$ cat src/rtl/plic_target_arbiter_if.sv
// Bus bundle between a hart/gateway pair and the PLIC target arbiter.
// The master side drives requests, config, claim and complete; the slave side is the arbiter.
interface plic_target_arbiter_if;
    logic [31:0] interrupt_request;
    logic        cfg_we;
    logic [5:0]  cfg_addr;
    logic [31:0] cfg_wdata;
    logic        claim_req;
    logic        claim_valid;
    logic [31:0] claim_id;
    logic        complete_valid;
    logic [31:0] complete_id;
    logic        interrupt_completion_notif;
    logic [31:0] interrupt_completion_ID;
    logic        eip;

    modport master (
        output interrupt_request, cfg_we, cfg_addr, cfg_wdata,
               claim_req, complete_valid, complete_id,
        input  claim_valid, claim_id, interrupt_completion_notif,
               interrupt_completion_ID, eip
    );

    modport slave (
        input  interrupt_request, cfg_we, cfg_addr, cfg_wdata,
               claim_req, complete_valid, complete_id,
        output claim_valid, claim_id, interrupt_completion_notif,
               interrupt_completion_ID, eip
    );
endinterface

$ cat src/rtl/plic_target_arbiter.sv
// PLIC core for one hart: pending latch, priority/enable/threshold registers,
// sequential highest-priority scan, claim/complete service and the eip line.
module plic_target_arbiter #(
    parameter int INTERRUPTS    = 8,
    parameter int PRIORITY_BITS = 5
) (
    input logic clk,
    input logic rst,
    plic_target_arbiter_if.slave bus
);

    typedef enum logic {SCAN, COMMIT} state_t;

    state_t                   state, state_next;
    logic [5:0]               idx, idx_next;
    logic [5:0]               best_id, best_id_next, max_id;
    logic [PRIORITY_BITS-1:0] best_prio, best_prio_next, max_prio;
    logic [PRIORITY_BITS-1:0] threshold, scan_prio;
    logic [PRIORITY_BITS-1:0] prio [INTERRUPTS];
    logic [INTERRUPTS-1:0]    pending, enable, claim_clear;
    logic                     scan_hit, max_pend, max_en, eip_cond, claim_hit;
    logic                     complete_ok;
    logic                     unused_bits;

    assign unused_bits = ^{bus.interrupt_request, bus.cfg_wdata};

    assign complete_ok = bus.complete_valid && (bus.complete_id >= 32'd1) &&
                         (bus.complete_id <= 32'(INTERRUPTS));

    // Look up the source under the scan index and the committed winner.
    always_comb begin
        scan_prio   = '0;
        scan_hit    = 1'b0;
        max_pend    = 1'b0;
        max_en      = 1'b0;
        claim_clear = '0;
        for (int i = 0; i < INTERRUPTS; i++) begin
            if (idx == 6'(i + 1)) begin
                scan_prio = prio[i];
                scan_hit  = pending[i] & enable[i];
            end
            if (max_id == 6'(i + 1)) begin
                max_pend = pending[i];
                max_en   = enable[i];
            end
        end
        eip_cond  = (max_id != 6'd0) && max_pend && max_en && (max_prio > threshold);
        claim_hit = bus.claim_req && eip_cond;
        for (int i = 0; i < INTERRUPTS; i++) begin
            if (claim_hit && (max_id == 6'(i + 1)))
                claim_clear[i] = 1'b1;
        end
    end

    always_comb begin
        state_next     = state;
        idx_next       = idx;
        best_id_next   = best_id;
        best_prio_next = best_prio;
        case (state)
            SCAN: begin
                // Strict > keeps the lowest ID on equal priority.
                if (scan_hit && (scan_prio > best_prio)) begin
                    best_id_next   = idx;
                    best_prio_next = scan_prio;
                end
                if (idx == 6'(INTERRUPTS))
                    state_next = COMMIT;
                else
                    idx_next = idx + 6'd1;
            end
            COMMIT: begin
                best_id_next   = 6'd0;
                best_prio_next = '0;
                idx_next       = 6'd1;
                state_next     = SCAN;
            end
            default: state_next = SCAN;
        endcase
    end

    always_ff @(posedge clk) begin
        if (rst)
            state <= SCAN;
        else
            state <= state_next;
    end

    always_ff @(posedge clk) begin
        if (rst) begin
            idx                            <= 6'd1;
            best_id                        <= 6'd0;
            best_prio                      <= '0;
            max_id                         <= 6'd0;
            max_prio                       <= '0;
            pending                        <= '0;
            enable                         <= '0;
            threshold                      <= '0;
            for (int i = 0; i < INTERRUPTS; i++) prio[i] <= '0;
            bus.claim_valid                <= 1'b0;
            bus.claim_id                   <= '0;
            bus.interrupt_completion_notif <= 1'b0;
            bus.interrupt_completion_ID    <= '0;
            bus.eip                        <= 1'b0;
        end else begin
            idx       <= idx_next;
            best_id   <= best_id_next;
            best_prio <= best_prio_next;
            // A claim blanks the winner until the next commit, even a coincident one.
            if (claim_hit) begin
                max_id   <= 6'd0;
                max_prio <= '0;
            end else if (state == COMMIT) begin
                max_id   <= best_id;
                max_prio <= best_prio;
            end
            pending <= (pending | bus.interrupt_request[INTERRUPTS-1:0]) & ~claim_clear;
            if (bus.cfg_we) begin
                for (int i = 0; i < INTERRUPTS; i++)
                    if (bus.cfg_addr == 6'(i + 1)) prio[i] <= bus.cfg_wdata[PRIORITY_BITS-1:0];
                if (bus.cfg_addr == 6'h20) enable    <= bus.cfg_wdata[INTERRUPTS-1:0];
                if (bus.cfg_addr == 6'h21) threshold <= bus.cfg_wdata[PRIORITY_BITS-1:0];
            end
            bus.claim_valid                <= bus.claim_req;
            bus.claim_id                   <= claim_hit ? 32'(max_id) : 32'd0;
            bus.interrupt_completion_notif <= complete_ok;
            bus.interrupt_completion_ID    <= complete_ok ? bus.complete_id : 32'd0;
            // Registered eip falls together with the claim response.
            bus.eip                        <= eip_cond & ~claim_hit;
        end
    end

endmodule

$ cat src/flat_wrapper.sv
// flat-port wrapper written by rule: the top's interface ports become plain ports
module plic_target_arbiter_flat 
#(
    parameter int INTERRUPTS    = 8,
    parameter int PRIORITY_BITS = 5
)
  (clk, rst, bus_interrupt_request, bus_cfg_we, bus_cfg_addr, bus_cfg_wdata, bus_claim_req, bus_complete_valid, bus_complete_id, bus_claim_valid, bus_claim_id, bus_interrupt_completion_notif, bus_interrupt_completion_ID, bus_eip);
  plic_target_arbiter_if bus_i ();
  input logic clk;
  input logic rst;
  input wire logic [$bits(bus_i.interrupt_request)-1:0] bus_interrupt_request;
  input wire logic [$bits(bus_i.cfg_we)-1:0] bus_cfg_we;
  input wire logic [$bits(bus_i.cfg_addr)-1:0] bus_cfg_addr;
  input wire logic [$bits(bus_i.cfg_wdata)-1:0] bus_cfg_wdata;
  input wire logic [$bits(bus_i.claim_req)-1:0] bus_claim_req;
  input wire logic [$bits(bus_i.complete_valid)-1:0] bus_complete_valid;
  input wire logic [$bits(bus_i.complete_id)-1:0] bus_complete_id;
  output wire logic [$bits(bus_i.claim_valid)-1:0] bus_claim_valid;
  output wire logic [$bits(bus_i.claim_id)-1:0] bus_claim_id;
  output wire logic [$bits(bus_i.interrupt_completion_notif)-1:0] bus_interrupt_completion_notif;
  output wire logic [$bits(bus_i.interrupt_completion_ID)-1:0] bus_interrupt_completion_ID;
  output wire logic [$bits(bus_i.eip)-1:0] bus_eip;
  assign bus_i.interrupt_request = bus_interrupt_request;
  assign bus_i.cfg_we = bus_cfg_we;
  assign bus_i.cfg_addr = bus_cfg_addr;
  assign bus_i.cfg_wdata = bus_cfg_wdata;
  assign bus_i.claim_req = bus_claim_req;
  assign bus_i.complete_valid = bus_complete_valid;
  assign bus_i.complete_id = bus_complete_id;
  assign bus_claim_valid = bus_i.claim_valid;
  assign bus_claim_id = bus_i.claim_id;
  assign bus_interrupt_completion_notif = bus_i.interrupt_completion_notif;
  assign bus_interrupt_completion_ID = bus_i.interrupt_completion_ID;
  assign bus_eip = bus_i.eip;
  plic_target_arbiter #(.INTERRUPTS(INTERRUPTS), .PRIORITY_BITS(PRIORITY_BITS)) u_core (.clk(clk), .rst(rst), .bus(bus_i));
endmodule
$ cat config.mk
export PLATFORM = sky130hd
export DESIGN_NAME = plic_target_arbiter_flat
export DESIGN_NICKNAME = d
export VERILOG_FILES = /design/src/rtl/plic_target_arbiter_if.sv /design/src/rtl/plic_target_arbiter.sv /design/src/flat_wrapper.sv
export SDC_FILE = /design/constraint.sdc
export NUM_CORES = 1
export LEC_CHECK = 0
export CORE_ASPECT_RATIO = 0.5
export CORE_MARGIN = 1
export CORE_UTILIZATION = 42
export CTS_CLUSTER_DIAMETER = 50
export DETAILED_ROUTE_END_ITERATION = 8
export HOLD_SLACK_MARGIN = 0.12
export PLACE_DENSITY = 0.82
export SYNTH_ARGS = -nofsm -noshare
export SYNTH_HDL_FRONTEND = slang
export SYNTH_SLANG_ARGS = --single-unit
$ cat constraint.sdc
create_clock -name clk -period 3.2 [get_ports clk]
set_clock_uncertainty 0.05 [all_clocks]
set_input_delay 0.96 -clock clk [delete_from_list [all_inputs] [get_ports clk]]
set_output_delay 0.96 -clock clk [all_outputs]
set_load 0.01 [all_outputs]
==> results by group <==
Status
  – Outcome: finished, violations left
  – Failing checks: design-rule violations

Finish
  – Number of nets in the finished design: 834
  – Layout overhead on the synthesized area: 37.1%
  – Fraction of layout instances using a drive strength above 1: 13.6%
  – Antenna Cells: 0

STA
  – Post-route fraction of the period consumed by the critical path: 98.9%
  – Setup repair after global routing missed its margin: true
  – Final slew viol count: 0
  – Final critical delay including setup and external delays: 3160 ps
  – Actual slew at the worst max-slew pin: 752 ps
  – Count of endpoints failing hold in the final timing report: 0
  – Worst relative slew slack: 49.8%
  – Setup tns final: 0 ps
  – Maximum achievable frequency: 316 MHz
  – Number of setup violations in the final report: 0

Logic synthesis
  – Ys async rst share: 0%
  – Ranking of synthesized cells by instance count: sky130_fd_sc_hd__dfxtp_1 (91), sky130_fd_sc_hd__nor2_1 (63), sky130_fd_sc_hd__edfxtp_1 (40)
  – Commonest register cell after synthesis: sky130_fd_sc_hd__dfxtp_1
  – Largest area contributor in the netlist: sky130_fd_sc_hd__dfxtp_1
  – Gate count after technology mapping: 550
  – Post-synth EDFFs: 40
  – Area fraction of the dominant cell type after synthesis: 32.1%
  – Sequential element share of the synthesized area: 53.2%
  – YS warnings: 0
  – Ranking of synthesized cells by area: sky130_fd_sc_hd__dfxtp_1 (32%), sky130_fd_sc_hd__edfxtp_1 (21%), sky130_fd_sc_hd__mux2i_1 (6.0%)
  – Most numerous cell in the Yosys netlist: sky130_fd_sc_hd__dfxtp_1
  – Post-synthesis instance area: 5680 µm²
  – Register bit count reported by yosys: 131
  – Number of distinct library cells after synthesis: 57
  – Synthesized area per cell: 10.3 µm²

Route
  – Via density: 5.15
  – Residual DRC: 5
  – Post-detailed-route wirelength per cell: 15.1 µm
  – Iteration count of the initial detailed-routing pass: 7
  – Total Routed Length: 13500 µm
  – DRT antenna net count: 0
  – Via count of the routed design: 4611
  – Detailed router's first-iteration violation count: 271

Die
  – Floorplan die area: 14000 µm²
  – Ports placed on the boundary: 174
  – Placeable core region: 12900 µm²
  – Row count: 29
  – Die outline height: 84.3 µm
  – Die extent in x: 167 µm
  – Effective utilization at floorplan: 44.0%

Setup path
  – Startpoint type of the worst setup path: flop
  – Crit Path Max Fanout: 8
  – Worst Path Required: 3490 ps
  – Arrival time at the worst endpoint: 3450 ps
  – Worst Setup End Kind: flop
  – Startpoint-to-endpoint class of the critical path: reg2reg

CTS
  – TritonCTS clock tree: yes
  – Root Driver: sky130_fd_sc_hd__clkbuf_16
  – Clock latency on the worst-skew pair: 420 ps
  – CTS Buf Count: 17
  – Maximum number of buffers from clock root to sink: 2
  – Sink Count: 131
  – Register clock-pin slew on the reported worst setup and hold paths: 60 ps
  – Post-CTS Hold Fix Bufs: 0
  – Count of H-tree levels built during CTS: 4

Run
  – Max Cap Viol: 0

Global route
  – Number of antenna violations at the first check in global routing: 0
  – Global-route wire length before repair: 21600 µm
  – Pin count of the biggest net entering global routing: 52
  – GR Util All Layers: 19.9%
  – Number of global-route vias before repair: 4594
  – GR Overflow Total: 0

Power and ir drop
  – Leakage: 0.00307 µW
  – Max rail drop VDD: 0.343 mV
  – Design Power: 4320 µW
  – Power Density: 555 nW/µm²

Placement
  – Routability cong.: 0.914
  – Number of input and output port buffers inserted: 99
  – Half-perimeter wire length after placement: 9420 µm

Hold path
  – Worst Hold Class: reg2reg
-- per-layer routing --
layer | vias up | part of all wire (%) | track usage (%)
li1 | 2214 | - | -
met1 | 2181 | 41 | 22.1
met2 | 198 | 50 | 35.8
met3 | 18 | 7.9 | 6.32
met4 | 0 | 1.5 | 7.74
met5 | - | 0 | 0
-- cells by family (layout without fill, tap and decap cells) --
logic type | Yosys count | after routing | synth area share (%)
AND/OR/NAND/NOR | 195 | 195 | 17.8
flip-flops | 131 | 131 | 53.2
AO/OA/AOI/OAI | 91 | 91 | 11.6
buffers and inverters | 78 | 199 | 7.35
multiplexers | 34 | 34 | 5.99
adder cells (fa/ha/maj) | 14 | 14 | 3.08
XOR/XNOR | 6 | 6 | 0.925
other | 1 | 56 | 0.0660
-- layout make-up --
type | count | area (µm²)
well taps | 170 | 213
repair buffers | 143 | 1340
flip-flops and latches | 131 | 3030
inverters | 24 | 90.1
multi-input cells | 396 | 2540
fillers | 1043 | 5130
clock inverters | 14 | 133
clock buffers | 18 | 450
-- power by group --
| group | internal (µW) | leakage, µW | switching, µW |
|---|---|---|---|
| Clock | 1080 | 0.000291 | 817 |
| Combinational | 309 | 0.00164 | 297 |
| Sequential | 1790 | 0.00113 | 35.5 |
-- worst paths after layout --
| check | depth (start not counted) | from | slack [ps] | to |
|---|---|---|---|---|
| hold reg to reg | 2 | u_core.best_id[2] | 410 | u_core.best_id[2] |
| hold / removal | 2 | u_core.best_id[2] | 410 | u_core.best_id[2] |
| setup / recovery | 14 | u_core.idx[0] | 40 | u_core.best_id[0] |
| setup reg to reg | 14 | u_core.idx[0] | 40 | u_core.best_id[0] |
-- sequential cells by signal, indices dropped and copies added (netlist names) --
register,cells
u_core.prio,40
u_core.bus.interrupt_completion_ID,32
u_core.enable,8
u_core.pending,8
u_core.best_id,6
u_core.bus.claim_id,6
u_core.idx,6
u_core.max_id,6
u_core.best_prio,5
u_core.max_prio,5
u_core.threshold,5
u_core.bus.claim_valid,1
u_core.bus.eip,1
u_core.bus.interrupt_completion_notif,1
u_core.state,1
-- worst max-delay path, cell delays in order (launching register included) --
cell and delay, ps:
sky130_fd_sc_hd__dfxtp_2 330, sky130_fd_sc_hd__buf_4 160, sky130_fd_sc_hd__ha_4 190, sky130_fd_sc_hd__buf_2 180, sky130_fd_sc_hd__a21oi_1 140, sky130_fd_sc_hd__o21ai_0 150
sky130_fd_sc_hd__a311o_1 360, sky130_fd_sc_hd__and2_1 150, sky130_fd_sc_hd__ha_1 290, sky130_fd_sc_hd__nand4_1 100, sky130_fd_sc_hd__mux2i_1 90, sky130_fd_sc_hd__a221o_1 280
sky130_fd_sc_hd__a211oi_2 200, sky130_fd_sc_hd__buf_4 200, sky130_fd_sc_hd__mux2i_1 210
-- metrics by stage --
stage               instances  worst slack, ps  utilization, %  hold WS [ps]  instance area, µm²
finish                    896             36.1            60.3           415                7790
global route              896            -87.4            60.3           440                7790
CTS                       890             8.88            59.7           417                7710
detailed placement        853             -129            54.4           408                7030
global placement          853             22.6            54.4           400                7030
floorplan                 605             66.5               -           384                5890
-- cells in the final DEF, fill, tap and decap left out, types with 3 or more instances in the layout --
cell | netlist | routed
sky130_fd_sc_hd__and3_1 | 3 | 3
sky130_fd_sc_hd__nand2b_1 | 17 | 17
sky130_fd_sc_hd__xor2_1 | 3 | 3
sky130_fd_sc_hd__nand4_1 | 6 | 6
sky130_fd_sc_hd__o22a_1 | 5 | 5
sky130_fd_sc_hd__a211oi_1 | 13 | 13
sky130_fd_sc_hd__edfxtp_1 | 40 | 40
sky130_fd_sc_hd__ha_1 | 14 | 9
sky130_fd_sc_hd__dfxtp_1 | 91 | 88
sky130_fd_sc_hd__o21bai_1 | 8 | 8
sky130_fd_sc_hd__nand3_1 | 9 | 9
sky130_fd_sc_hd__inv_6 | 0 | 6
sky130_fd_sc_hd__and2_1 | 10 | 10
sky130_fd_sc_hd__inv_8 | 0 | 3
sky130_fd_sc_hd__a31oi_1 | 12 | 12
sky130_fd_sc_hd__a21oi_1 | 15 | 14
sky130_fd_sc_hd__mux2i_1 | 34 | 34
sky130_fd_sc_hd__xnor2_1 | 3 | 3
sky130_fd_sc_hd__clkbuf_16 | 0 | 18
sky130_fd_sc_hd__o21ai_1 | 3 | 3
sky130_fd_sc_hd__and4b_1 | 4 | 4
sky130_fd_sc_hd__nor4_1 | 9 | 9
sky130_fd_sc_hd__buf_4 | 26 | 41
sky130_fd_sc_hd__a221o_1 | 3 | 3
sky130_fd_sc_hd__nand2_1 | 35 | 35
sky130_fd_sc_hd__a221oi_1 | 4 | 4
sky130_fd_sc_hd__conb_1 | 1 | 56
sky130_fd_sc_hd__nor3_1 | 11 | 10
sky130_fd_sc_hd__clkdlybuf4s50_1 | 0 | 99
sky130_fd_sc_hd__a22o_1 | 3 | 3
sky130_fd_sc_hd__nand3b_1 | 8 | 8
sky130_fd_sc_hd__inv_1 | 24 | 22
sky130_fd_sc_hd__a311o_1 | 4 | 4
sky130_fd_sc_hd__o21ai_0 | 9 | 9
sky130_fd_sc_hd__ha_4 | 0 | 5
sky130_fd_sc_hd__nor2b_1 | 5 | 5
sky130_fd_sc_hd__nor2_1 | 63 | 63
-- repair_timing --
| action | CTS | global route |
|---|---|---|
| hold endpoints to repair | 0 | 0 |
| gates resized for setup | 13 | 9 |
| cloned | 0 | 0 |
| pin swaps | 4 | 7 |
| setup endpoints to repair | 11 | 11 |
| buffers inserted | 5 | 6 |
Note: power is estimated with default switching activity, not from simulation.
